$ cat config.mk
export PLATFORM = sky130hd
export DESIGN_NAME = cyclic_prefix_strip_256
export DESIGN_NICKNAME = d
export VERILOG_FILES = /design/src/rtl/ofdm_pkg.sv /design/src/rtl/cyclic_prefix_strip_256_cmp.sv /design/src/rtl/cyclic_prefix_strip_256.sv
export SDC_FILE = /design/constraint.sdc
export NUM_CORES = 1
export LEC_CHECK = 0
export CAP_MARGIN = 10
export CORE_MARGIN = 5
export CORE_UTILIZATION = 35
export CTS_CLUSTER_DIAMETER = 200
export DETAILED_ROUTE_END_ITERATION = 16
export GPL_TIMING_DRIVEN = 0
export MAX_ROUTING_LAYER = met4
export PLACE_DENSITY = 0.66
export SKIP_LAST_GASP = 1
export SLEW_MARGIN = 20
export SYNTH_ARGS = -nofsm -noshare
export SYNTH_HDL_FRONTEND = slang
export SYNTH_HIERARCHICAL = 1
export SYNTH_SLANG_ARGS = --single-unit
$ cat constraint.sdc
create_clock -name clk -period 3.6 [get_ports clk]
set_clock_uncertainty 0.05 [all_clocks]
set_input_delay 0.54 -clock clk [delete_from_list [all_inputs] [get_ports clk]]
set_output_delay 0.54 -clock clk [all_outputs]
set_load 0.03 [all_outputs]
$ cat src/rtl/ofdm_pkg.sv
// Shared OFDM framing definitions used by the cyclic-prefix inserter and stripper.
//   N_CP   : prefix length in words
//   N_BODY : body length in words
//   W      : word width in bits
//   SYM_W  : full serialized symbol width in bits (prefix + body)
//   state_t: framing FSM states
package ofdm_pkg;
  localparam int N_CP   = 3;
  localparam int N_BODY = 16;
  localparam int W      = 16;
  localparam int SYM_W  = (N_CP + N_BODY) * W;

  typedef enum logic [1:0] {
    S_CP,
    S_BODY,
    S_OUT
  } state_t;
endpackage

$ cat src/rtl/cyclic_prefix_strip_256_cmp.sv
// cp_word_cmp: holds the received cyclic-prefix words and a sticky mismatch flag.
// Ports:
//   clk, rst_n    : clock, synchronous active-low reset (clears the flag only)
//   store         : write data into cp_buf[store_idx]
//   store_idx     : prefix slot to write
//   cmp           : compare data against cp_buf[cmp_idx]; a mismatch sets err
//   cmp_idx       : prefix slot to compare against
//   clr           : clear the sticky flag (takes priority over cmp)
//   data          : received word
//   err           : registered sticky mismatch flag
module cp_word_cmp
  import ofdm_pkg::*;
#(
  parameter  int N_CP = ofdm_pkg::N_CP,
  parameter  int W    = ofdm_pkg::W,
  localparam int IW   = (N_CP > 1) ? $clog2(N_CP) : 1
) (
  input  logic          clk,
  input  logic          rst_n,
  input  logic          store,
  input  logic [IW-1:0] store_idx,
  input  logic          cmp,
  input  logic [IW-1:0] cmp_idx,
  input  logic          clr,
  input  logic [W-1:0]  data,
  output logic          err
);

  logic [W-1:0] cp_buf [N_CP];

  // Prefix storage is pure data and is not reset.
  always_ff @(posedge clk) begin
    if (store) cp_buf[store_idx] <= data;
  end

  always_ff @(posedge clk) begin
    if (!rst_n)                               err <= 1'b0;
    else if (clr)                             err <= 1'b0;
    else if (cmp && (data != cp_buf[cmp_idx])) err <= 1'b1;
  end

endmodule

$ cat src/rtl/cyclic_prefix_strip_256.sv
// cyclic_prefix_strip_256: removes the cyclic prefix from a serialized OFDM
// symbol, checks it against the body tail and presents the body as two
// half-vectors for the demapper.
// Ports:
//   clk, rst_n          : clock, synchronous active-low reset
//   in_data/in_valid    : received word stream; in_ready is registered
//   in_sof              : first prefix word marker, forces resync mid-symbol
//   phase               : body words 0..N_BODY/2-1, word 0 in the top bits
//   quad                : body words N_BODY/2..N_BODY-1
//   out_valid/out_ready : symbol handshake; phase/quad/cp_err held while valid
//   cp_err              : prefix mismatch for the presented symbol
//   align_err           : one-cycle pulse after a resync
//   sym_cnt             : delivered-symbol counter, wraps
module cyclic_prefix_strip_256
  import ofdm_pkg::*;
#(
  parameter int N_CP   = ofdm_pkg::N_CP,
  parameter int N_BODY = ofdm_pkg::N_BODY,
  parameter int W      = ofdm_pkg::W
) (
  input  logic                    clk,
  input  logic                    rst_n,
  input  logic [W-1:0]            in_data,
  input  logic                    in_valid,
  input  logic                    in_sof,
  output logic                    in_ready,
  output logic [N_BODY*W/2-1:0]   phase,
  output logic [N_BODY*W/2-1:0]   quad,
  output logic                    out_valid,
  input  logic                    out_ready,
  output logic                    cp_err,
  output logic                    align_err,
  output logic [15:0]             sym_cnt
);

  localparam int BW    = N_BODY * W;
  localparam int HW    = BW / 2;
  localparam int IDX_W = $clog2(N_BODY);
  localparam int CP_IW = (N_CP > 1) ? $clog2(N_CP) : 1;
  // Body words from this index onward repeat the prefix.
  localparam int TAIL0 = N_BODY - N_CP;

  state_t           state;
  logic [IDX_W-1:0] idx;
  logic [BW-1:0]    body;

  logic             acc;
  logic             resync;
  logic             store;
  logic             cmp;
  logic             clr;
  logic [IDX_W-1:0] tail_idx;
  logic [CP_IW-1:0] store_idx;
  logic             err;

  assign acc    = in_valid && in_ready;
  assign resync = acc && in_sof &&
                  ((state == S_BODY) || ((state == S_CP) && (idx != '0)));

  // A resyncing word always lands in prefix slot 0.
  assign store     = acc && ((state == S_CP) || resync);
  assign store_idx = in_sof ? '0 : idx[CP_IW-1:0];
  assign tail_idx  = idx - IDX_W'(TAIL0);
  assign cmp       = acc && (state == S_BODY) && !in_sof && (idx >= IDX_W'(TAIL0));
  assign clr       = resync || ((state == S_OUT) && out_ready);

  cp_word_cmp #(
    .N_CP (N_CP),
    .W    (W)
  ) u_cmp (
    .clk       (clk),
    .rst_n     (rst_n),
    .store     (store),
    .store_idx (store_idx),
    .cmp       (cmp),
    .cmp_idx   (tail_idx[CP_IW-1:0]),
    .clr       (clr),
    .data      (in_data),
    .err       (err)
  );

  // The flag stops moving once the last body word is in, so it is stable in S_OUT.
  assign cp_err = err;
  assign phase  = body[BW-1 -: HW];
  assign quad   = body[HW-1:0];

  always_ff @(posedge clk) begin
    if (!rst_n) begin
      state     <= S_CP;
      idx       <= '0;
      in_ready  <= 1'b0;
      out_valid <= 1'b0;
      align_err <= 1'b0;
      sym_cnt   <= '0;
      body      <= '0;
    end else begin
      align_err <= 1'b0;
      if (resync) begin
        state     <= S_CP;
        idx       <= IDX_W'(1);
        align_err <= 1'b1;
      end else begin
        case (state)
          S_CP: begin
            in_ready <= 1'b1;
            if (acc) begin
              if (idx == IDX_W'(N_CP - 1)) begin
                state <= S_BODY;
                idx   <= '0;
              end else begin
                idx <= idx + IDX_W'(1);
              end
            end
          end
          S_BODY: begin
            if (acc) begin
              body <= {body[BW-W-1:0], in_data};
              if (idx == IDX_W'(N_BODY - 1)) begin
                state     <= S_OUT;
                idx       <= '0;
                in_ready  <= 1'b0;
                out_valid <= 1'b1;
              end else begin
                idx <= idx + IDX_W'(1);
              end
            end
          end
          S_OUT: begin
            if (out_ready) begin
              state     <= S_CP;
              idx       <= '0;
              in_ready  <= 1'b1;
              out_valid <= 1'b0;
              sym_cnt   <= sym_cnt + 16'd1;
            end
          end
          default: begin
            state <= S_CP;
            idx   <= '0;
          end
        endcase
      end
    end
  end

endmodule

# Word-level counts from Yosys, hierarchy flattened
# Memory sizes are Yosys's and may differ from the RTL's.
# Cells that the tools add are included.
[word_totals]
register_bits = 282
latch_bits = 0
word_cells = 81
ram_bits = 48
n_memories = 1
out_inout_bits = 276
rom_bits = 0
input_bits = 21
[classes]
n_bitwise = 2
order_cmp = 1
eq_ne = 13
reduce_logical = 27
muxes = 25
add_sub_neg = 3
shifts = 0
multipliers = 0
n_div = 0
[mem_list]
columns = ["memory", "depth", "word_bits", "read_ports", "rd_ports_with_merged_regs", "wr", "line", "rtl"]
rows = [
  ["u_cmp.cp_buf", 3, 16, 1, 0, 1, "cyclic_prefix_strip_256_cmp.sv:29", "logic [W-1:0] cp_buf [N_CP];"],
]
[op_table]
columns = ["cell", "n"]
rows = [
  ["$mux 4", 5],
  ["$add 16x1->16 const B", 1],
  ["$ne 16x16->1", 1],
  ["$reduce_and 5->1", 3],
  ["$mux 2", 6],
  ["$pmux 4 s3", 1],
  ["$reduce_and 3->1", 4],
  ["$logic_and 1x1->1", 10],
  ["$mux 1", 10],
  ["$ne 3x3->1 const B", 3],
  ["$ne 2x2->1 const B", 3],
  ["$pmux 2 s3", 1],
  ["$add 4x1->4 const B", 1],
  ["$eq 4x2->1 const B", 1],
  ["$eq 4x4->1 const B", 1],
  ["$ge 4x4->1 const B", 1],
  ["$ne 2x1->1 const B", 2],
  ["$reduce_bool 4->1", 1],
  ["$reduce_or 2->1", 2],
  ["$logic_or 1x1->1", 3],
  ["$pmux 1 s3", 1],
  ["$reduce_bool 3->1", 1],
  ["$eq 2x1->1 const B", 1],
  ["$eq 2x2->1 const B", 1],
  ["6 further kinds", 7],
]

# Longest topological paths before layout
# Gate-level depths: netlist of the first run.
[logic_depth]
depth_word = 8
mapped_depth = 10
ltp_nobuf = 9

# Hierarchy
# Netlist of the first run, hierarchy kept.
[modules_own_cells]
columns = ["module", "n_inst", "seq_area_each_um2", "area_per_inst_um2", "cells_each"]
rows = [
  ["cyclic_prefix_strip_256", 1, 5625.4, 10142.2, 1280],
  ["cp_word_cmp", 1, 1461.4, 2011.9, 130],
]

# Worst setup path before layout of the first run
# OpenSTA, ideal clock, no wires.
[synth_timing]
kind = "register to register"
start = "reg state[1]"
end = "mem u_cmp.cp_buf[0][0], enable pin"
path_slack_ns = 0.405
synth_period_minus_slack_ns = 3.195
path_buffers = 2
t_required_ns = 3.137
setup_ns = 0.413
arrival_time_ns = 2.732
path_stages_with_launch = 10
path_cell_list = "dfxtp_1 -> inv_1 -> ha_1 -> buf_6 -> o2111ai_2 -> nor2_2 -> buf_2 -> nor2_1 -> nor2_1 -> nor3b_1"
[synth_via]
elab_chain_cells = 8
elab_cells_between_ends = 9
cone_classes = "1 x eq/ne; 2 x mux; 6 x reduce/logical"
[synth_lines]
columns = ["item", "line", "rtl"]
rows = [
  ["start, declared", "cyclic_prefix_strip_256.sv:43", "state_t state;"],
  ["start signal, assigned", "cyclic_prefix_strip_256.sv:89", "state <= S_CP;"],
  ["start signal, assigned", "cyclic_prefix_strip_256.sv:99", "state <= S_CP;"],
  ["start signal, assigned", "cyclic_prefix_strip_256.sv:108", "state <= S_BODY;"],
  ["$logic_not 2->1", "cyclic_prefix_strip_256.sv:58, cyclic_prefix_strip_256.sv:61", ""],
  ["$logic_and 1x1->1", "cyclic_prefix_strip_256.sv:58", "((state == S_BODY) || ((state == S_CP) && (idx != '0)));"],
  ["$logic_or 1x1->1", "cyclic_prefix_strip_256.sv:58", ""],
  ["$logic_and 1x1->1", "cyclic_prefix_strip_256.sv:57", "assign resync = acc && in_sof &&"],
  ["$logic_or 1x1->1 *", "cyclic_prefix_strip_256.sv:61", "assign store = acc && ((state == S_CP) || resync);"],
  ["$logic_and 1x1->1 *", "cyclic_prefix_strip_256.sv:61", ""],
  ["net store", "cyclic_prefix_strip_256.sv:49", "logic store;"],
  ["$mux 1 *", "cyclic_prefix_strip_256_cmp.sv:33", "if (store) cp_buf[store_idx] <= data;"],
  ["$mux 1 (not written as such) *", "cyclic_prefix_strip_256_cmp.sv:33", ""],
  ["end, declared", "cyclic_prefix_strip_256_cmp.sv:29", ""],
]
# Mark *: on every way through the listed nets, which the timed path passes. The rest lies on a longest branch.

# Worst setup path after layout of the first run
[layout_timing]
start = "reg state[0]"
end = "mem u_cmp.cp_buf[1][6], enable pin"
# The elaborated chain is that of the path after synthesis.

==> out/results.txt, run 1 <==
In this run, synthesis produced a sequential element count of 330. The tree is rooted in a clkbuf_16. The via count of the first global-routing pass was 10606. The fraction of layout instances using a drive strength above 1 was 0.05587; the number of port buffers was 296.

TritonCTS created 37 clock buffers. The run gives 0.4219 as the max-slew headroom at the worst pin. For the area of placed instances, the log shows 15710 um2. The overall power is 7.660 mW, and the power per cell area is 454.8 nW/um2. For this run, the number of Yosys warnings is 6. The run gives 0.4970 ns as the least setup slack across all paths after layout.

The path class of the tightest hold or removal check is reg -> reg. Compared with the post-synthesis result, the final layout area differs by 38.56%. The floorplan die height works out to 196.4 um. In this run, distinct cell masters in the synthesized netlist total 46. The run gives 2227 as the non-filler instance count after layout.

The via density per instance is 4.864, and the total instance count after detailed placement is 2163. The longest clock path from root to sink contains 3 buffers. Synthesis produced a netlist with a net count of 1441. The tools report the number of hold violations in the final report as 0. The overall fraction of global-route tracks in use was 0.1980. After detailed routing, the average wire length per cell comes to 17.53 um. Leaving out fill and tap cells, the most frequent cell in the layout is nand2_1.

The logs give 610 for the first-iteration detailed-routing DRC count and 68 for the number of cell rows. The cell with the biggest individual delay on the critical path is and3b_1. Leakage power: 5.556 nW. At the worst endpoint, the required time is 3.68 ns.

Max-slew violation count: 0. For this run the aggregate overflow at the end of global routing stands at 0. Across all layers, the routed design uses 10832 vias. The delay of the slowest critical-path stage is 0.77 ns, and the total number of nets in the final design is 1778.

Highest achievable clock rate: 0.3223 GHz. Post-route clock period utilization: 0.8620. Setup violations remaining at the end of the flow were counted as 0. In this run the post-CTS setup repair buffer count came out at 0. The tools report the startpoint type of the worst setup path as a flip-flop. After detailed routing, the total wire length is 39040 um. The count of H-tree levels built during CTS was 2; the placeable core area was 34370 um2.

The number of cells upsized or downsized after cts was 0; the residual DRC count was 0. The tool flagged a number of max-cap violations equal to 0. The number of buffers added to fix hold violations after cts was 0; the top-level port count was 297. Detailed placer's ending HPWL: 30100 um. The tools report the final core area utilization as 0.4900. STA classifies the critical path endpoint as a flip-flop. OpenSTA, run right after detailed placement, puts the worst setup slack at 0.04539 ns. The cell area that synthesis handed to floorplanning was 12150 um2. Setup repair after global routing left no endpoint under its margin. The cell count after synthesis came out at 1410.

The number of buffers and inverters on the critical path was 2. Walking the worst path, the cells encountered are inv_1 > ha_1 > o2111ai_2 > nor2_2 > buf_2 > nor2_1 > nor2_1 > and3b_1. The logs give 0.3159 mV for the worst-case vdd ir drop and 0 for the number of antenna cells inserted.

Path type of the worst setup path: reg -> reg. For the initial core utilization, the log shows 0.3536. The largest net degree at the start of global routing was 17; the insertion delay of the later-clocked pin in the worst-skew pair was 0.51 ns. The proportion of synthesized flip-flops having asynchronous set or reset works out to 0. The post-route cell area is 16840 um2, and the width of the die is 196.4 um. The largest delay contributor family on the critical path is simple AND/OR/NAND/NOR gates. The number of enable flip-flop cells after synthesis was 48.

The tools report the number of nets with antenna violations after routing as 0. The first global-routing pass estimated 59580 um of wire. The tools report the arrival time of data at the critical path endpoint as 3.18 ns.

The clock sink total was 330. The shortest period the worst path allows works out to 3.103 ns. The congestion estimate from routability-driven global placement came to 0.8793. The number of antenna violations at the first check in global routing is 0. The library cells used most frequently in the layout, excluding fill and tap cells, are 543 x nand2_1, 296 x clkdlybuf4s50_1, 282 x dfxtp_1. Clock-pin slew was measured on the worst setup and hold paths at 0.06 ns. The die covers 38550 um2. The register area share after synthesis was 0.5831. The most used flip-flop cell after synthesis is dfxtp_1.

In this run the worst path has a maximum fanout of 16. The total iterations of the first detailed-routing run was 5; the average cell area after synthesis was 8.620 um2. The cell with the most instances on the worst path is nor2_1. The actual slew at the worst max-slew pin is 0.8672 ns. TritonCTS built the clock tree. The flow ran to the end, and the final reports show no timing, DRC or antenna violations.
-- registers in the layout (all words and copies together) (netlist names) --
| register | cells |
|---|---|
| sym_cnt | 16 |
| u_cmp/cp_buf | 48 |
| idx | 4 |
| out_valid | 1 |
| state | 2 |
| in_ready | 1 |
| body | 256 |
| u_cmp/err | 1 |
| align_err | 1 |
-- per-layer routing --
layer,wire length [um],vias up,global-route usage
met3,2827,55,0.05026
met1,16970,5079,0.2471
li1,-,5358,-
met4,842,0,0.04784
met2,18400,340,0.3246
met5,0,-,-
-- worst reg2reg max path: stages, from the launching register on --
cell,delay (ns)
dfxtp_1,0.34
inv_1,0.09
ha_1,0.32
o2111ai_2,0.22
nor2_2,0.37
buf_2,0.32
nor2_1,0.06
nor2_1,0.19
and3b_1,0.77
-- cells in the mapped netlist (4+ instances only) --
master / count / area [um2]
a21oi_1: 272 / 1361
or2_2: 4 / 25.02
nand3_1: 7 / 35.03
clkbuf_1: 64 / 240.2
or3_1: 5 / 31.28
nor2_1: 12 / 45.04
o21ai_0: 20 / 100.1
inv_1: 8 / 30.03
buf_2: 28 / 140.1
xnor2_1: 17 / 148.9
edfxtp_1: 48 / 1441
nand4_1: 12 / 75.07
mux2i_1: 21 / 210.2
or4_1: 6 / 45.04
ha_1: 10 / 125.1
nand2_1: 543 / 2038
dfxtp_1: 282 / 5645
o31ai_1: 6 / 45.04
-- final timing paths --
kind / start / end / slack, ns / cells after the start
max: state[0]$_SDFFE_PP0P_ / u_cmp/cp_buf[1][6]$_DFFE_PP_ / 0.50 / 8
min: u_cmp/err$_SDFFE_PP0P_ / u_cmp/err$_SDFFE_PP0P_ / 0.40 / 2
max reg2reg: state[0]$_SDFFE_PP0P_ / u_cmp/cp_buf[1][6]$_DFFE_PP_ / 0.50 / 8
min reg2reg: u_cmp/err$_SDFFE_PP0P_ / u_cmp/err$_SDFFE_PP0P_ / 0.40 / 2
-- layout make-up --
cell class,instances,area (um2)
Tap cell,455,569.3
Clock buffer,50,1045
Clock inverter,14,86.33
Sequential cell,330,7087
Fill cell,3306,17530
Timing Repair Buffer,298,2982
Multi-Input combinational cell,975,4621
Buffer,97,421.7
Inverter,8,30.03
-- logic make-up (layout without fill, tap and decap cells) --
| family | count (synthesis) | in the layout | synth area share |
|---|---|---|---|
| and+or+nand+nor | 614 | 614 | 0.2058 |
| buffers and inverters | 105 | 467 | 0.03716 |
| muxes | 21 | 21 | 0.01729 |
| DFF | 330 | 330 | 0.5831 |
| adders and majority gates | 10 | 10 | 0.01029 |
| AOI/OAI and AO/OA | 312 | 312 | 0.1334 |
| xor gates and xnor gates | 18 | 18 | 0.01297 |
-- power breakdown --
group | switching, mW | internal [mW]
sequential | 0.0123 | 3.76
clock | 1.48 | 2.04
combinational | 0.230 | 0.136
-- metrics by stage --
stage / hold slack [ns] / TNS (ns)
after floorplan: 0.4269 / 0
after global placement: 0.3899 / -20.66
after detailed placement: 0.3953 / 0
after CTS: 0.4032 / 0
after global routing: 0.4218 / 0
final: 0.4019 / 0
Power figures use the tool's default switching activity.
==> run 2: changes to the inputs <==
--- a/config.mk
+++ b/config.mk
@@ -6,6 +6,7 @@
 export NUM_CORES = 1
 export LEC_CHECK = 0
 export CAP_MARGIN = 10
+export CORE_ASPECT_RATIO = 0.6
 export CORE_MARGIN = 5
 export CORE_UTILIZATION = 35
 export CTS_CLUSTER_DIAMETER = 200
==> run 2 against run 1 <==
  * Sequential share of layout area down 0.075 points
  * Setup slack worse by 0.046 ns
  * Count of clock-buffer cells in the layout is 1 lower
  * Die area is 0.32% higher
  * Global-route usage rose by 0.89 points
  * Power increased by 2.2%
  * First-iteration DRC count is 36% higher
  * Via count grew 2.8%
  * Register-to-register slack got worse by 0.05 ns
  * Highest routed layer unchanged
  * Worst hold slack better by 0.0042 ns
==> out/results.txt, run 2 (same netlist as run 1, synthesis figures left out) <==
The total grt overflow is 0, and the detailed placer's ending HPWL is 31120 um. The register name with the most flops is body. The largest registers in the layout are body (256), u_cmp/cp_buf (48), sym_cnt (16).

The routed layout has 11140 vias. Number of antenna violations at the first check in global routing: 0. The shortest period the worst path allows came out at 3.149 ns. At the worst endpoint, the required time is 3.69 ns. The first-iteration detailed-routing DRC count came out at 827.

The total number of nets in the final design came out at 1775. The tool flagged a number of max-cap violations equal to 0. The run gives 2167 as the total instance count after detailed placement. The max-slew violation count is 0. The critical path in this run is classified as reg -> reg. The total iterations of the first detailed-routing run is 5.

Once detail routing completed, the nets flagged for antenna violations numbered 0. At the end of routability-driven placement, the weighted congestion stood at 0.9154. Excluding fillers, the count of instances in the completed layout stands at 2227. The number of flip-flops in the largest register was 256; the number of cell rows was 52. Initial core utilization: 0.3579. Post-route clock period utilization: 0.8747. The average wire per standard cell came out at 18.22 um.

The core region is 33960 um2. Clock transition at the registers of the reported paths: 0.06 ns. Data arrives at the worst endpoint at 3.24 ns. In this run the tool buffered the top-level ports with 296 buffer cells.

The max-slew headroom at the worst pin was 0.3868. The logs give 0 for the number of antenna cells inserted and 0.52 ns for the insertion delay of the later-clocked pin in the worst-skew pair. For the routed wire length, the log shows 40570 um. Setup violations remaining at the end of the flow were counted as 0. Top-level port count: 297.

Using the TritonRoute via totals, the vias-per-cell ratio works out to 5.002. The overall fraction of global-route tracks in use is 0.2069, and the post-route cell area is 16870 um2. In this run the power density over the cells is 464.2 nW/um2. The area of placed instances was 15720 um2. Power comes to 7.832 mW. VDD sags by at most 0.3197 mV. The width of the die was 250.6 um.

TritonCTS built the clock tree. Clock sink total: 330. Leaving out fill and tap cells, the most frequent cell in the layout is nand2_1. The first global-routing pass estimated 62220 um of wire.

The number of buffers added to fix hold violations after cts is 0, and the final-layout worst hold slack is 0.4061 ns. The floorplan die height came out at 154.3 um. In the layout the commonest cells are 543 x nand2_1, 296 x clkdlybuf4s50_1, 282 x dfxtp_1. The via count of the first global-routing pass came out at 10554. The fraction of layout instances using a drive strength above 1 works out to 0.05600.

In the routed design, unresolved DRC markers number 0. The count of H-tree levels built during CTS was 2. Largest net degree at the start of global routing: 17. Endpoint kind of the worst setup timing path: a flip-flop. The min-delay analysis places its worst path in the category reg -> reg.

For the number of cells upsized or downsized after cts, the log shows 0. Setup repair after global routing left no endpoint under its margin. The run finished with clean final reports. Post-CTS timing repair inserted 0 buffers for setup.

The die covers 38680 um2. The maximum buffer depth of the clock tree is 3. Along the worst path, the maximum fanout reaches 16.

The run gives 5.574 nW as the leakage power. For the final routed database, the setup TNS stands at 0 ns. The worst setup path is launched from a flip-flop. The post-synthesis to final-layout area growth is 38.81%. Root cell of the clock tree: clkbuf_16. The number of clock buffers added by TritonCTS is 34.

The highest achievable clock rate is 0.3176 GHz, and the number of hold violations in the final report is 0. The actual slew at the worst max-slew pin came out at 0.9198 ns.
==> run 2: cell count changes in the layout (fill, tap and decap cells not counted) <==
cell / previous run / this run
bufinv_16: 0 / 3
clkbuf_1: 70 / 69
clkbuf_2: 0 / 2
clkbuf_8: 7 / 5
clkinv_1: 3 / 0
clkinv_2: 5 / 7
clkinvlp_2: 1 / 0
inv_6: 3 / 0
inv_8: 1 / 0
==> run 2: layer usage <==
layer  track usage  vias up  part of all wire
met3       0.06177       51             0.088
met2        0.2927      380              0.42
met4       0.05142        0             0.023
met1        0.2912     5355              0.47
met5             -        -                 0
li1              -     5354                 -
==> run 2: power by group <==
part / switching [mW] / internal, mW
logic: 0.240 / 0.136
clock network: 1.49 / 2.19
registers: 0.0126 / 3.76
total: 1.74 / 6.09
==> run 2: worst paths after layout <==
| path | cells after the start | end | slack (ns) | startpoint |
|---|---|---|---|---|
| worst max-delay path | 8 | u_cmp/cp_buf[1][15]$_DFFE_PP_ | 0.45 | idx[0]$_SDFFE_PN0P_ |
| worst min-delay path | 2 | body[246]$_SDFFE_PN0P_ | 0.41 | body[246]$_SDFFE_PN0P_ |
| worst max register to register | 8 | u_cmp/cp_buf[1][15]$_DFFE_PP_ | 0.45 | idx[0]$_SDFFE_PN0P_ |
| worst min register to register | 2 | body[246]$_SDFFE_PN0P_ | 0.41 | body[246]$_SDFFE_PN0P_ |
==> run 2: cell type report <==
cell class                      instances  area (um2)
Buffer                                 97       421.7
Clock buffer                           49        1023
Clock inverter                         11       132.6
Fill cell                            3213       17090
Inverter                                8       30.03
Multi-Input combinational cell        975        4621
Sequential cell                       330        7087
Tap cell                              459       574.3
Timing Repair Buffer                  298        2982
==> run 2: through the flow <==
step	setup slack (ns)	util
3_3_place_gp	-1.482	0.4620
5_1_grt	0.2490	0.4968
2_1_floorplan	0.4052	-
3_5_place_dp	0.04135	0.4627
4_1_cts	0.4836	0.4968
6_report	0.4510	0.4968
==> run 2: critical path, cell delays in order (launching register included) <==
cell,delay (ns)
dfxtp_1,0.41
inv_1,0.16
ha_1,0.25
nor4b_4,0.15
nor2_2,0.33
buf_2,0.30
nor2_1,0.06
nor2_1,0.22
and3b_1,0.81
==> run 3: changes to the inputs <==
--- a/config.mk
+++ b/config.mk
@@ -11,9 +11,10 @@
 export CORE_UTILIZATION = 35
 export CTS_CLUSTER_DIAMETER = 200
 export DETAILED_ROUTE_END_ITERATION = 16
+export DONT_BUFFER_PORTS = 1
 export GPL_TIMING_DRIVEN = 0
 export MAX_ROUTING_LAYER = met4
-export PLACE_DENSITY = 0.66
+export PLACE_DENSITY = 0.55
 export SKIP_LAST_GASP = 1
 export SLEW_MARGIN = 20
 export SYNTH_ARGS = -nofsm -noshare
==> run 3 against run 2 <==
  * Sequential power barely moved
  * Combinational power is 13% lower
  * Worst hold slack got worse by 0.34 ns
  * Critical endpoint is now u_cmp/cp_buf[1][11]$_DFFE_PP_
  * Count of clock-buffer cells in the layout up 1
  * Critical path depth stayed put
  * Critical path type unchanged
  * Power fell by 0.91%
==> out/results.txt, run 3 (same netlist as run 1, synthesis figures left out) <==
The run gives 0 as the final setup violation count. The clock network fraction of design power was 0.470. Required time of the worst setup path: 3.69 ns. STA classifies the critical path startpoint as a flip-flop.

The logs give 9329 for the via count of the first global-routing pass and 52 for the number of cell rows. 297 I/O pins were placed. The count of H-tree levels built during CTS came out at 2.

The largest registers in the layout are body (256), u_cmp/cp_buf (48), sym_cnt (16). The run gives 38680 um2 as the total die area. The run gives 0.3579 as the initial core utilization. The analysis attributes to net switching a power of 1.706 mW. The maximum buffer depth of the clock tree was 3; the final estimated routing congestion in global placement was 0.9368.

The tools report the max-slew violation count as 0. The number of port buffers came out at 0. For the pin with the worst max-slew slack, the measured transition is 0.8829 ns.

Summed over all layers, the global routing overflow is 0. Setup repair after global routing left no endpoint under its margin. The fraction of layout instances using a drive strength above 1 is 0.06653. The startpoint identified for the worst hold timing path is in_data[2].

The overall power was 7.761 mW; the width of the die was 250.6 um. Counting stages on the worst path, the most repeated cell is nor2_1. STA classifies the critical path endpoint as a flip-flop. The number of cells upsized or downsized after cts was 0. After detailed routing, the number of remaining DRC violations is 0. The shortest period the worst path allows was 3.179 ns; the routed wire length was 39280 um.

The switching power share of the total works out to 0.2199. The slowest stage of the critical path is the and3b_1 cell. The register with the most flip-flops in the final layout is body. At the end of the flow, the number of nets in the layout was 1479. In this run, the number of DRC markers left after iteration 0 of detailed routing was 618. The path class of the tightest hold or removal check is in -> reg. Entering global routing, the biggest net connects 17 pins. For this run, the slowest stage of the critical path takes 0.78 ns.

The startpoint identified for the worst register-to-register timing path is state[1]$_SDFFE_PP0P_. The total area inside the core boundary comes to 33960 um2. STA puts the critical path data arrival time at 3.26 ns.

Once layout is done, the placed cells without fillers occupy 13920 um2. Commonest non-fill, non-tap cell in the layout: nand2_1. The run gives 59490 um as the global-route wire length before repair.

The count of nets left with antenna violations once routing finished came out at 0. Total iterations of the first detailed-routing run: 5. The tools report the overall fraction of global-route tracks in use as 0.2007. Across all layers, the routed design uses 9825 vias. TritonCTS built the clock tree. Worst-case vdd ir drop: 0.3666 mV. The number of antenna violations at the first check in global routing was 0. The post-route clock period utilization was 0.8830. The clock transition at the registers of the reported paths came out at 0.07 ns. The number of clock buffers added by TritonCTS is 34.

Together, buffers and inverters on the worst path number 2. In the layout the commonest cells are 543 x nand2_1, 282 x dfxtp_1, 272 x a21oi_1. Traced cell by cell, the critical path runs through inv_1 > ha_1 > o2111ai_2 > nor2_2 > buf_2 > nor2_1 > nor2_1 > and3b_1.

Internal power comes to 6.055 mW. Once placement finished, the instance area stood at 12750 um2. The clock sink total is 330, and the largest fanout on the critical path is 16. In this run the post-CTS setup repair buffer count came out at 0. The max-slew headroom at the worst pin was 0.4114; the insertion delay of the later-clocked pin in the worst-skew pair was 0.51 ns. For the sequential group share of total power, the log shows 0.487.

Path type of the worst setup path: reg -> reg. In this design, the largest share of critical-path delay is due to simple AND/OR/NAND/NOR gates. The critical path starts at state[1]$_SDFFE_PP0P_.

Detailed placement finished with a half-perimeter wire length of 30750 um. Static timing analysis puts the maximum clock frequency at 0.3146 GHz. Number of flip-flops in the largest register: 256. The logs give 0 for the count of maximum capacitance violations and 0 for the number of hold violations in the final report.

The analysis attributes to cell leakage a power of 4.554 nW. The die is 154.3 um tall. The combinational share of power was 0.042. The post-synthesis to final-layout area growth came out at 14.50%.

The via density per instance works out to 5.083. Root cell of the clock tree: clkbuf_16. The tools report the number of buffers added to fix hold violations after cts as 0. The power per cell area came out at 557.7 nW/um2. The flow ran to the end, and the final reports show no timing, DRC or antenna violations.

Dividing the detail-routed wire length by the instance count gives 20.32 um. Setup total negative slack on the finished layout was measured at 0 ns.
## run 3: per-layer routing
| metal | GRT usage | wire, um | vias to the layer above |
|---|---|---|---|
| met5 | - | 0 | - |
| met1 | 0.2680 | 17860 | 4692 |
| li1 | - | - | 4771 |
| met4 | 0.04155 | 799 | 0 |
| met3 | 0.09869 | 4690 | 48 |
| met2 | 0.2755 | 15930 | 314 |
## run 3: path summary, 6_finish.rpt
kind	cells past startpoint	to	slack, ns
worst min-delay path	0	u_cmp/cp_buf[1][2]$_DFFE_PP_	0.07
worst max register to register	8	u_cmp/cp_buf[1][11]$_DFFE_PP_	0.42
worst max-delay path	8	u_cmp/cp_buf[1][11]$_DFFE_PP_	0.42
worst min register to register	2	state[0]$_SDFFE_PP0P_	0.48
## run 3: cell type report
type	count	area, um2
timing repair buffer	2	15.01
clock inverter	11	111.4
sequential	330	7087
clock buffer	50	1055
inverter	8	30.03
antenna	1	2.502
tap	459	574.3
fill	3438	20050
multi-input combinational	975	4621
buffer	97	421.7
## run 3: stage by stage
stage	hold slack, ns	utilization	std cells	worst slack, ns
3_3_place_gp	0.4558	0.3748	1869	-1.039
3_5_place_dp	0.4671	0.3754	1871	0.4230
4_1_cts	0.04692	0.4097	1932	0.4087
2_1_floorplan	0.4269	-	1410	0.4052
6_report	0.06676	0.4098	1933	0.4212
5_1_grt	0.04260	0.4097	1932	0.1879
## run 3: power by group through the flow
stage,Combinational (mW),Clock [mW],Sequential (mW)
finish,0.328,3.65,3.78
global route,0.366,3.89,3.78
CTS,0.328,3.72,3.78
detailed placement,0.326,0,3.86
global placement,0.320,0,3.87
floorplan,0.238,0,3.86
## run 3: worst reg2reg max path, cell delays in order (launching register included)
cell       delay, ns
dfxtp_1         0.36
inv_1           0.10
ha_1            0.32
o2111ai_2       0.22
nor2_2          0.40
buf_2           0.32
nor2_1          0.07
nor2_1          0.18
and3b_1         0.78
